### config.mk
export PLATFORM = sky130hd
export DESIGN_NAME = mem_access_flat
export DESIGN_NICKNAME = d
export VERILOG_FILES = /design/src/rtl/mem_access_pkg.sv /design/src/rtl/mem_access_if.sv /design/src/rtl/mem_access_align.sv /design/src/rtl/mem_access.sv /design/src/flat_wrapper.sv
export SDC_FILE = /design/constraint.sdc
export NUM_CORES = 1
export LEC_CHECK = 0
export CORE_UTILIZATION = 47
export DETAILED_ROUTE_END_ITERATION = 10
export GPL_TIMING_DRIVEN = 0
export PLACE_DENSITY_LB_ADDON = 0.08
export SETUP_SLACK_MARGIN = 0.4
export SLEW_MARGIN = 20
export SYNTH_ARGS = -nofsm -noshare
export SYNTH_HDL_FRONTEND = slang
export SYNTH_HIERARCHICAL = 1
export SYNTH_SLANG_ARGS = --single-unit
### constraint.sdc
create_clock -name clk -period 8 [get_ports clk]
set_input_delay 1.2 -clock clk [delete_from_list [all_inputs] [get_ports clk]]
set_output_delay 1.2 -clock clk [all_outputs]
set_load 0.01 [all_outputs]
### src/rtl/mem_access_pkg.sv
// Shared encodings for the memory-access stage: FSM states, memory op codes
// and RV32I load/store funct3 width codes.
package mem_access_pkg;

  typedef enum logic [2:0] {
    S_IDLE      = 3'b000,
    S_WAIT_BEF  = 3'b001,
    S_MEM_REQ   = 3'b011,
    S_SENDING   = 3'b010,
    S_WAIT_SEND = 3'b100
  } state_e;

  localparam logic [1:0] OP_NONE  = 2'b00;
  localparam logic [1:0] OP_LOAD  = 2'b01;
  localparam logic [1:0] OP_STORE = 2'b10;

  localparam logic [2:0] F3_B  = 3'b000;
  localparam logic [2:0] F3_H  = 3'b001;
  localparam logic [2:0] F3_W  = 3'b010;
  localparam logic [2:0] F3_BU = 3'b100;
  localparam logic [2:0] F3_HU = 3'b101;

  // Reserved op 11 and bubbles never touch memory.
  function automatic logic is_mem(input logic valid, input logic [1:0] op);
    return valid & ((op == OP_LOAD) | (op == OP_STORE));
  endfunction

endpackage

### src/rtl/mem_access_if.sv
// Data-memory req/ack port; master is the memory-access stage.
interface mem_access_if #(
  parameter int XLEN = 32
);
  logic            dmem_req;
  logic            dmem_we;
  logic [XLEN-1:0] dmem_addr;
  logic [XLEN-1:0] dmem_wdata;
  logic [3:0]      dmem_wstrb;
  logic            dmem_ack;
  logic [XLEN-1:0] dmem_rdata;

  modport master (
    output dmem_req, dmem_we, dmem_addr, dmem_wdata, dmem_wstrb,
    input  dmem_ack, dmem_rdata
  );

  modport slave (
    input  dmem_req, dmem_we, dmem_addr, dmem_wdata, dmem_wstrb,
    output dmem_ack, dmem_rdata
  );
endinterface

### src/rtl/mem_access_align.sv
// Byte-lane handling: load extraction with sign/zero extension, store lane
// replication and strobe generation. Purely combinational.
module mem_align
  import mem_access_pkg::*;
#(
  parameter int XLEN = 32
) (
  input  logic [1:0]      addr_lo,
  input  logic [2:0]      funct3,
  input  logic [XLEN-1:0] rdata,
  input  logic [XLEN-1:0] sdata,
  output logic [XLEN-1:0] load_val,
  output logic [XLEN-1:0] wdata,
  output logic [3:0]      wstrb
);

  logic [7:0]  rbyte;
  logic [15:0] rhalf;

  assign rbyte = rdata[{addr_lo, 3'b000} +: 8];
  assign rhalf = rdata[{addr_lo[1], 4'b0000} +: 16];

  always_comb begin
    unique case (funct3)
      F3_B:    load_val = {{(XLEN-8){rbyte[7]}}, rbyte};
      F3_BU:   load_val = {{(XLEN-8){1'b0}}, rbyte};
      F3_H:    load_val = {{(XLEN-16){rhalf[15]}}, rhalf};
      F3_HU:   load_val = {{(XLEN-16){1'b0}}, rhalf};
      default: load_val = rdata;
    endcase
  end

  always_comb begin
    unique case (funct3)
      F3_B: begin
        wdata = {(XLEN/8){sdata[7:0]}};
        wstrb = 4'b0001 << addr_lo;
      end
      F3_H: begin
        wdata = {(XLEN/16){sdata[15:0]}};
        wstrb = 4'b0011 << {addr_lo[1], 1'b0};
      end
      default: begin
        wdata = sdata;
        wstrb = 4'b1111;
      end
    endcase
  end

endmodule

### src/rtl/mem_access.sv
// RV32I memory-access stage: captures an execute payload, performs the load or
// store over the req/ack port and hands the result to write-back.
module mem_access
  import mem_access_pkg::*;
#(
  parameter int XLEN    = 32,
  parameter int REG_IDX = 5
) (
  input  logic               clk,
  input  logic               rst,
  input  logic               startSig,
  input  logic               beforePipReadyToSend,
  input  logic               nextPipReadyToRcv,
  input  logic               ex_valid,
  input  logic [REG_IDX-1:0] ex_rd_idx,
  input  logic [XLEN-1:0]    ex_alu_val,
  input  logic [XLEN-1:0]    ex_store_data,
  input  logic [1:0]         ex_mem_op,
  input  logic [2:0]         ex_funct3,
  output logic               curPipReadyToRcv,
  output logic               curPipReadyToSend,
  output logic               wb_valid,
  output logic [REG_IDX-1:0] wb_idx,
  output logic [XLEN-1:0]    wb_val,
  output logic               wb_en_valid,
  output logic               wb_en_idx,
  output logic               wb_en_data,
  output logic [REG_IDX-1:0] bp_idx,
  output logic [XLEN-1:0]    bp_val,
  mem_access_if.master       dmem
);

  state_e             state_q, state_d;
  logic [1:0]         op_q, op_d;
  logic [2:0]         f3_q, f3_d;
  logic [XLEN-1:0]    addr_q, addr_d;
  logic [XLEN-1:0]    sdata_q, sdata_d;
  logic               wb_valid_q, wb_valid_d;
  logic [REG_IDX-1:0] wb_idx_q, wb_idx_d;
  logic [XLEN-1:0]    wb_val_q, wb_val_d;

  logic            fire_out, capture, mem_ack, is_store, bp_on;
  state_e          cap_st;
  logic [XLEN-1:0] load_val, st_wdata;
  logic [3:0]      st_wstrb;

  assign curPipReadyToSend = (state_q == S_SENDING) | (state_q == S_WAIT_SEND);
  assign fire_out          = curPipReadyToSend & nextPipReadyToRcv;
  assign curPipReadyToRcv  = (state_q == S_WAIT_BEF) | fire_out;
  // startSig forces a capture whenever execute has data, whatever the state.
  assign capture = startSig ? beforePipReadyToSend
                            : (beforePipReadyToSend & curPipReadyToRcv);
  assign cap_st  = is_mem(ex_valid, ex_mem_op) ? S_MEM_REQ : S_SENDING;
  assign mem_ack = (state_q == S_MEM_REQ) & dmem.dmem_ack & ~startSig;
  assign is_store = (op_q == OP_STORE);

  mem_align #(.XLEN(XLEN)) u_align (
    .addr_lo  (addr_q[1:0]),
    .funct3   (f3_q),
    .rdata    (dmem.dmem_rdata),
    .sdata    (sdata_q),
    .load_val (load_val),
    .wdata    (st_wdata),
    .wstrb    (st_wstrb)
  );

  always_comb begin
    state_d    = state_q;
    op_d       = op_q;
    f3_d       = f3_q;
    addr_d     = addr_q;
    sdata_d    = sdata_q;
    wb_valid_d = wb_valid_q;
    wb_idx_d   = wb_idx_q;
    wb_val_d   = wb_val_q;

    if (startSig) begin
      state_d = beforePipReadyToSend ? cap_st : S_WAIT_BEF;
    end else begin
      unique case (state_q)
        S_IDLE:     state_d = S_IDLE;
        S_WAIT_BEF: state_d = beforePipReadyToSend ? cap_st : S_WAIT_BEF;
        S_MEM_REQ:  state_d = dmem.dmem_ack ? S_SENDING : S_MEM_REQ;
        S_SENDING, S_WAIT_SEND: begin
          if (fire_out) state_d = beforePipReadyToSend ? cap_st : S_WAIT_BEF;
          else          state_d = S_WAIT_SEND;
        end
        default:    state_d = S_IDLE;
      endcase
    end

    if (capture) begin
      op_d       = is_mem(ex_valid, ex_mem_op) ? ex_mem_op : OP_NONE;
      f3_d       = ex_funct3;
      addr_d     = ex_alu_val;
      sdata_d    = ex_store_data;
      wb_idx_d   = ex_rd_idx;
      wb_val_d   = ex_alu_val;
      wb_valid_d = ex_valid & (ex_mem_op != OP_STORE);
    end else if (mem_ack && op_q == OP_LOAD) begin
      wb_val_d = load_val;
    end
  end

  always_ff @(posedge clk or posedge rst) begin
    if (rst) begin
      state_q    <= S_IDLE;
      op_q       <= OP_NONE;
      f3_q       <= '0;
      addr_q     <= '0;
      sdata_q    <= '0;
      wb_valid_q <= 1'b0;
      wb_idx_q   <= '0;
      wb_val_q   <= '0;
    end else begin
      state_q    <= state_d;
      op_q       <= op_d;
      f3_q       <= f3_d;
      addr_q     <= addr_d;
      sdata_q    <= sdata_d;
      wb_valid_q <= wb_valid_d;
      wb_idx_q   <= wb_idx_d;
      wb_val_q   <= wb_val_d;
    end
  end

  // Store lanes are gated so the bus idles at zero outside a store request.
  assign dmem.dmem_req   = (state_q == S_MEM_REQ);
  assign dmem.dmem_we    = dmem.dmem_req & is_store;
  assign dmem.dmem_addr  = {addr_q[XLEN-1:2], 2'b00};
  assign dmem.dmem_wdata = dmem.dmem_we ? st_wdata : '0;
  assign dmem.dmem_wstrb = dmem.dmem_we ? st_wstrb : 4'b0000;

  assign wb_valid    = wb_valid_q;
  assign wb_idx      = wb_idx_q;
  assign wb_val      = wb_val_q;
  assign wb_en_valid = fire_out;
  assign wb_en_idx   = fire_out;
  assign wb_en_data  = fire_out;

  assign bp_on  = curPipReadyToSend & wb_valid_q & (wb_idx_q != '0);
  assign bp_idx = bp_on ? wb_idx_q : '0;
  assign bp_val = bp_on ? wb_val_q : '0;

endmodule

### src/flat_wrapper.sv
// flat-port wrapper written by rule: the top's interface ports become plain ports
module mem_access_flat import mem_access_pkg::*;
#(
  parameter int XLEN    = 32,
  parameter int REG_IDX = 5
)
  (clk, rst, startSig, beforePipReadyToSend, nextPipReadyToRcv, ex_valid, ex_rd_idx, ex_alu_val, ex_store_data, ex_mem_op, ex_funct3, curPipReadyToRcv, curPipReadyToSend, wb_valid, wb_idx, wb_val, wb_en_valid, wb_en_idx, wb_en_data, bp_idx, bp_val, dmem_dmem_req, dmem_dmem_we, dmem_dmem_addr, dmem_dmem_wdata, dmem_dmem_wstrb, dmem_dmem_ack, dmem_dmem_rdata);
  mem_access_if #(.XLEN(XLEN)) dmem_i ();
  input  logic clk;
  input  logic rst;
  input  logic startSig;
  input  logic beforePipReadyToSend;
  input  logic nextPipReadyToRcv;
  input  logic ex_valid;
  input  logic [REG_IDX-1:0] ex_rd_idx;
  input  logic [XLEN-1:0] ex_alu_val;
  input  logic [XLEN-1:0] ex_store_data;
  input  logic [1:0] ex_mem_op;
  input  logic [2:0] ex_funct3;
  output logic curPipReadyToRcv;
  output logic curPipReadyToSend;
  output logic wb_valid;
  output logic [REG_IDX-1:0] wb_idx;
  output logic [XLEN-1:0] wb_val;
  output logic wb_en_valid;
  output logic wb_en_idx;
  output logic wb_en_data;
  output logic [REG_IDX-1:0] bp_idx;
  output logic [XLEN-1:0] bp_val;
  output wire logic [$bits(dmem_i.dmem_req)-1:0] dmem_dmem_req;
  output wire logic [$bits(dmem_i.dmem_we)-1:0] dmem_dmem_we;
  output wire logic [$bits(dmem_i.dmem_addr)-1:0] dmem_dmem_addr;
  output wire logic [$bits(dmem_i.dmem_wdata)-1:0] dmem_dmem_wdata;
  output wire logic [$bits(dmem_i.dmem_wstrb)-1:0] dmem_dmem_wstrb;
  input wire logic [$bits(dmem_i.dmem_ack)-1:0] dmem_dmem_ack;
  input wire logic [$bits(dmem_i.dmem_rdata)-1:0] dmem_dmem_rdata;
  assign dmem_dmem_req = dmem_i.dmem_req;
  assign dmem_dmem_we = dmem_i.dmem_we;
  assign dmem_dmem_addr = dmem_i.dmem_addr;
  assign dmem_dmem_wdata = dmem_i.dmem_wdata;
  assign dmem_dmem_wstrb = dmem_i.dmem_wstrb;
  assign dmem_i.dmem_ack = dmem_dmem_ack;
  assign dmem_i.dmem_rdata = dmem_dmem_rdata;
  mem_access #(.XLEN(XLEN), .REG_IDX(REG_IDX)) u_core (.clk(clk), .rst(rst), .startSig(startSig), .beforePipReadyToSend(beforePipReadyToSend), .nextPipReadyToRcv(nextPipReadyToRcv), .ex_valid(ex_valid), .ex_rd_idx(ex_rd_idx), .ex_alu_val(ex_alu_val), .ex_store_data(ex_store_data), .ex_mem_op(ex_mem_op), .ex_funct3(ex_funct3), .curPipReadyToRcv(curPipReadyToRcv), .curPipReadyToSend(curPipReadyToSend), .wb_valid(wb_valid), .wb_idx(wb_idx), .wb_val(wb_val), .wb_en_valid(wb_en_valid), .wb_en_idx(wb_en_idx), .wb_en_data(wb_en_data), .bp_idx(bp_idx), .bp_val(bp_val), .dmem(dmem_i));
endmodule
# Yosys cells after proc, flatten, opt, wreduce, memory -nomap -nowiden
# Index checks and enable logic that the tools add are counted.
# W data, S select, Z words.
# word_totals
ff_bits	110
in_bits	113
elab_cells	59
out_inout_bits	150
# op_classes
eq_ne	12
mux	17
shifts	4
reduce_logical	5
n_bitwise	13
# ops
op	count
$mux W32	4
$pmux W32 S4	1
$pmux W32 S2	1
$shiftx A32 B6 Y16	1
$shiftx A32 B6 Y8	1
$and A1 B1 Y1	9
$eq A3 B3 Y1 const B	3
$mux W3	3
$pmux W3 S3	1
$pmux W4 S2	1
$eq A3 B1 Y1 const B	2
$eq A3 B2 Y1 const B	2
$mux W5	1
$reduce_bool A5 Y1	1
$eq A2 B1 Y1 const B	2
$eq A2 B2 Y1 const B	2
$mux W4	1
$shl A1 B2 Y4 const A	1
$shl A2 B2 Y4 const A	1
$logic_not A3 Y1	1
$mux W1	3
$or A1 B1 Y1	3
$mux W2	1
$ne A2 B2 Y1 const B	1
other kinds (4)	4

# Depth between registers and ports, before layout
# logic_depth
depth_word	8
ltp_mapped	8

# By module
# The synthesis kept the hierarchy.
# modules_own_cells
mod	area_each_um2	seq_area_each_um2	cells_each	n_inst
mem_access	5277.6	2752.6	569	1
mem_align	1049.8	0.0	155	1

# Worst setup path before layout
# OpenSTA, ideal clock, no wires.
# synth_timing
path_kind	in2out
startpoint	input port nextPipReadyToRcv
endpoint	output port wb_en_idx
t_arrival_ns	1.857
stages	3
path_slack_ns	4.943
path_cell_list	and4bb_4 -> or2_2 -> buf_4
# synth_between
elab_chain_len	1
# synth_rtl
element	line_no	rtl
start: declaration	flat_wrapper.sv:13	input logic nextPipReadyToRcv;
$and A1 B1 Y1	mem_access.sv:48	assign fire_out = curPipReadyToSend & nextPipReadyToRcv;
end: declaration	flat_wrapper.sv:26	output logic wb_en_idx;
# Every way passes these cells.

# Final worst setup path
# Same ends and word-level chain as after synthesis.

==> flow_summary_export.csv <==
group,metric,value,unit
timing,setup_tns,0,ns
clock_tree,clk_latency,0.36,ns
timing,rsz0062_at_grt,"false",
die,die_w,118,µm
detailed_routing,via_per_inst,5.11,
layout,multi_input_area,2940,µm²
clock_tree,cts_tree,"done",
detailed_routing,totalWireLength,20.3,mm
timing,hold_ws,0.479,ns
detailed_routing,met3WireLength,1.44,mm
detailed_routing,wl_met2,10.1,mm
timing,fmax,240,MHz
synthesis,synth_top_area_share,43.5,%
clock_tree,ctsHoldBuffers,0,
detailed_routing,ant_nets,0,
power,power_density,214,nW/µm²
clock_tree,htree_num_levels,3,
layout,final_nets,1110,
layout,antenna_cells,0,
clock_tree,clk_pin_slew,0.07,ns
timing,max-slew-margin-rel,44.1,%
hold_path,hold_class,"flip-flop to flip-flop",
layout,regArea,2750,µm²
power,irDropWorstVdd,0.106,mV
synthesis,synth_edf_count,0,
timing,min_period_over_period,52.0,%
layout,final_util,71.9,%
die,core,13200,µm²
timing,min_period,4.16,ns
global_route,grt_overflow,0,
timing,maxSlewViolCount,0,
worst_setup_path,start_kind,"primary input",
synthesis,ys_top_cells_by_count,"256 x nand2_1, 110 x dfrtp_1, 75 x and2_1, 49 x buf_4, 47 x mux2i_1",
worst_setup_path,cp_data_required_time,6.80,ns
global_route,grt_pass1_vias,5919,
timing,setup_ws,3.84,ns
layout,n_fill_cell,1087,
timing,hold_viol_final,0,
global_route,grt_max_degree,65,
synthesis,synth_cell_type_count,48,
timing,clock_skew,0.0111,ns
worst_setup_path,critPathCaptureType,"output port",
detailed_routing,drt_pre_antenna_iters,5,
synthesis,yosys.area_share.simple,27.4,%
clock_tree,cts_num_sinks,110,
synthesis,ys_top_cells_by_area,"dfrtp_1 44%, nand2_1 15%, mux2i_1 7.4%",
global_route,grt_pass1_wl,32.2,mm
synthesis,yosysMostFrequentCell,"nand2_1",
synthesis,synth_compound_area_share,7.81,%
synthesis,synth_top_cell_by_area,"dfrtp_1",
detailed_routing,avgRoutedWirePerCell,17.2,µm
die,fp-row-count,42,
clock_tree,post_cts_resized,0,
placement,placed_cells,1161,
clock_tree,cts_made_buffers,9,
synthesis,yosysWarnings,6,
layout,area_delta_synth_final,49.9,%
layout,fin_cells,1177,
detailed_routing,num_vias,6015,
synthesis,async_reset_ff_share,100,%
worst_setup_path,cp.arrival,2.96,ns
global_route,grtUsageTotal,30.0,%
worst_setup_path,critPathMaxFanout,4,
synthesis,syn_area,6330,µm²
synthesis,avgSynthCellArea,8.74,µm²
placement,hpwl,15.4,mm
clock_tree,ctsLongestPathBuffers,2,
worst_setup_path,worst-setup-path-type,"primary input to output port",
placement,port_buffers,259,
timing,setup_viol,0,
placement,gp_congestion,0.911,
synthesis,synth_top_family_by_area,"simple AND/OR/NAND/NOR gates",
placement,pre_cts_slack,3.85,ns
timing,worstMarginPinSlew,0.832,ns
synthesis,synth-adder-area-share,0.198,%
outcome,status,"finished clean",
power,leakage,0.00435,µW
die,initial_utilization,48.0,%
synthesis,synth_cells,724,
die,design.die.area,13900,µm²
synthesis,ys_seq_area_share,43.5,%
global_route,grt_antenna_before_repair,1,
detailed_routing,post-route-drc-count,0,
flow_run,drv_cap,0,
synthesis,ys_ff_latch,110,
layout,layout-drive-gt1-share,11.5,%
synthesis,muxShareOfSynthArea,10.8,%
clock_tree,ctsRootBufferMaster,"clkbuf_16",
clock_tree,cts_setup_buffers,0,
synthesis,synth_top_flop_cell,"dfrtp_1",
detailed_routing,routed.top_layer,"met5",
synthesis,synth-xor-area-share,0.138,%
detailed_routing,drtIter0Drc,376,
die,ios,263,
detailed_routing,met1Wirelength,8.32,mm
die,die_height,118,µm
==> final cells by class <==
type | instances | area share [%]
Clock buffer | 11 | 2.66
Inverter | 8 | 0.369
Multi-Input combinational cell | 518 | 31.0
Sequential cell | 110 | 29.0
Clock inverter | 5 | 0.594
Timing Repair Buffer | 260 | 27.6
Tap cell | 176 | 2.32
Buffer | 89 | 6.42
==> critical path, stage by stage <==
cell and delay (ns):
clkdlybuf4s50_1 0.53, nor4bb_4 0.40, or2_2 0.20, buf_4 0.10, clkdlybuf4s50_1 0.53
==> state kept, by name (all words and copies together), names as in the netlist <==
name / count
u_core/wb_val: 32
u_core/f3_q: 3
u_core/state_q: 3
u_core/addr_q: 32
u_core/wb_valid: 1
u_core/op_q: 2
u_core/sdata_q: 32
u_core/wb_idx: 5
==> layer usage <==
| metal | vias to the layer above | global-route usage (%) |
|---|---|---|
| met3 | 31 | 5.77 |
| met4 | 2 | 10.3 |
| li1 | 2864 | - |
| met5 | - | 0 |
| met1 | 2862 | 37.7 |
| met2 | 256 | 51.3 |
==> power by group <==
group | internal, µW | total (µW) | leakage [µW] | switching, µW
combinational | 432 | 802 | 0.00284 | 370
sequential | 667 | 756 | 0.00136 | 88.7
clock | 260 | 471 | 0.000152 | 211
==> kinds of logic (layout without fill, tap and decap cells) <==
family                   count (synthesis)  in the layout
buffers and inverters                   97            373
flip-flops                             110            110
multiplexers                            65             65
AND/OR/NAND/NOR                        375            375
XOR/XNOR                                 1              1
adder cells (fa/ha/maj)                  1              1
other                                    1              2
AO/OA/AOI/OAI                           74             74
==> worst paths after layout <==
check / from / cells past startpoint / slack (ns) / endpoint
setup / recovery: nextPipReadyToRcv / 5 / 3.84 / wb_en_idx
hold / removal: u_core/addr_q[16] / 2 / 0.48 / u_core/addr_q[16]
max in group asynchronous: rst / 3 / 6.09 / u_core/sdata_q[9]
setup reg to reg: u_core/addr_q[1] / 7 / 5.87 / u_core/wb_val[30]
hold reg to reg: u_core/addr_q[16] / 2 / 0.48 / u_core/addr_q[16]
min in group asynchronous: rst / 2 / 1.24 / u_core/wb_idx[1]
==> stage by stage <==
| stage | area [µm²] | power, µW |
|---|---|---|
| 2_1_floorplan | 6330 | 1190 |
| 3_3_place_gp | 9140 | 1550 |
| 3_5_place_dp | 9180 | 1560 |
| 4_1_cts | 9490 | 2040 |
| 5_1_grt | 9490 | 2140 |
| 6_report | 9490 | 2030 |
==> placed cells by master, fill, tap and decap left out, types with 2 or more instances in the layout <==
master	n
clkbuf_1	15
a221o_1	15
nor3_1	5
buf_1	2
mux2_2	14
mux2i_1	47
dfrtp_1	110
clkbuf_2	4
clkdlybuf4s50_1	259
a21oi_1	10
buf_4	49
nor2_1	17
buf_2	9
nand3_1	3
o21ai_1	30
or2_2	2
clkinv_2	2
nor2b_1	4
buf_6	10
nor3b_2	2
conb_1	2
inv_1	7
clkbuf_8	2
o21ai_0	8
inv_6	2
mux2_1	3
nand2_1	256
and2_1	75
o21a_1	2
clkbuf_16	9
Note: power is estimated with default switching activity, not from simulation.
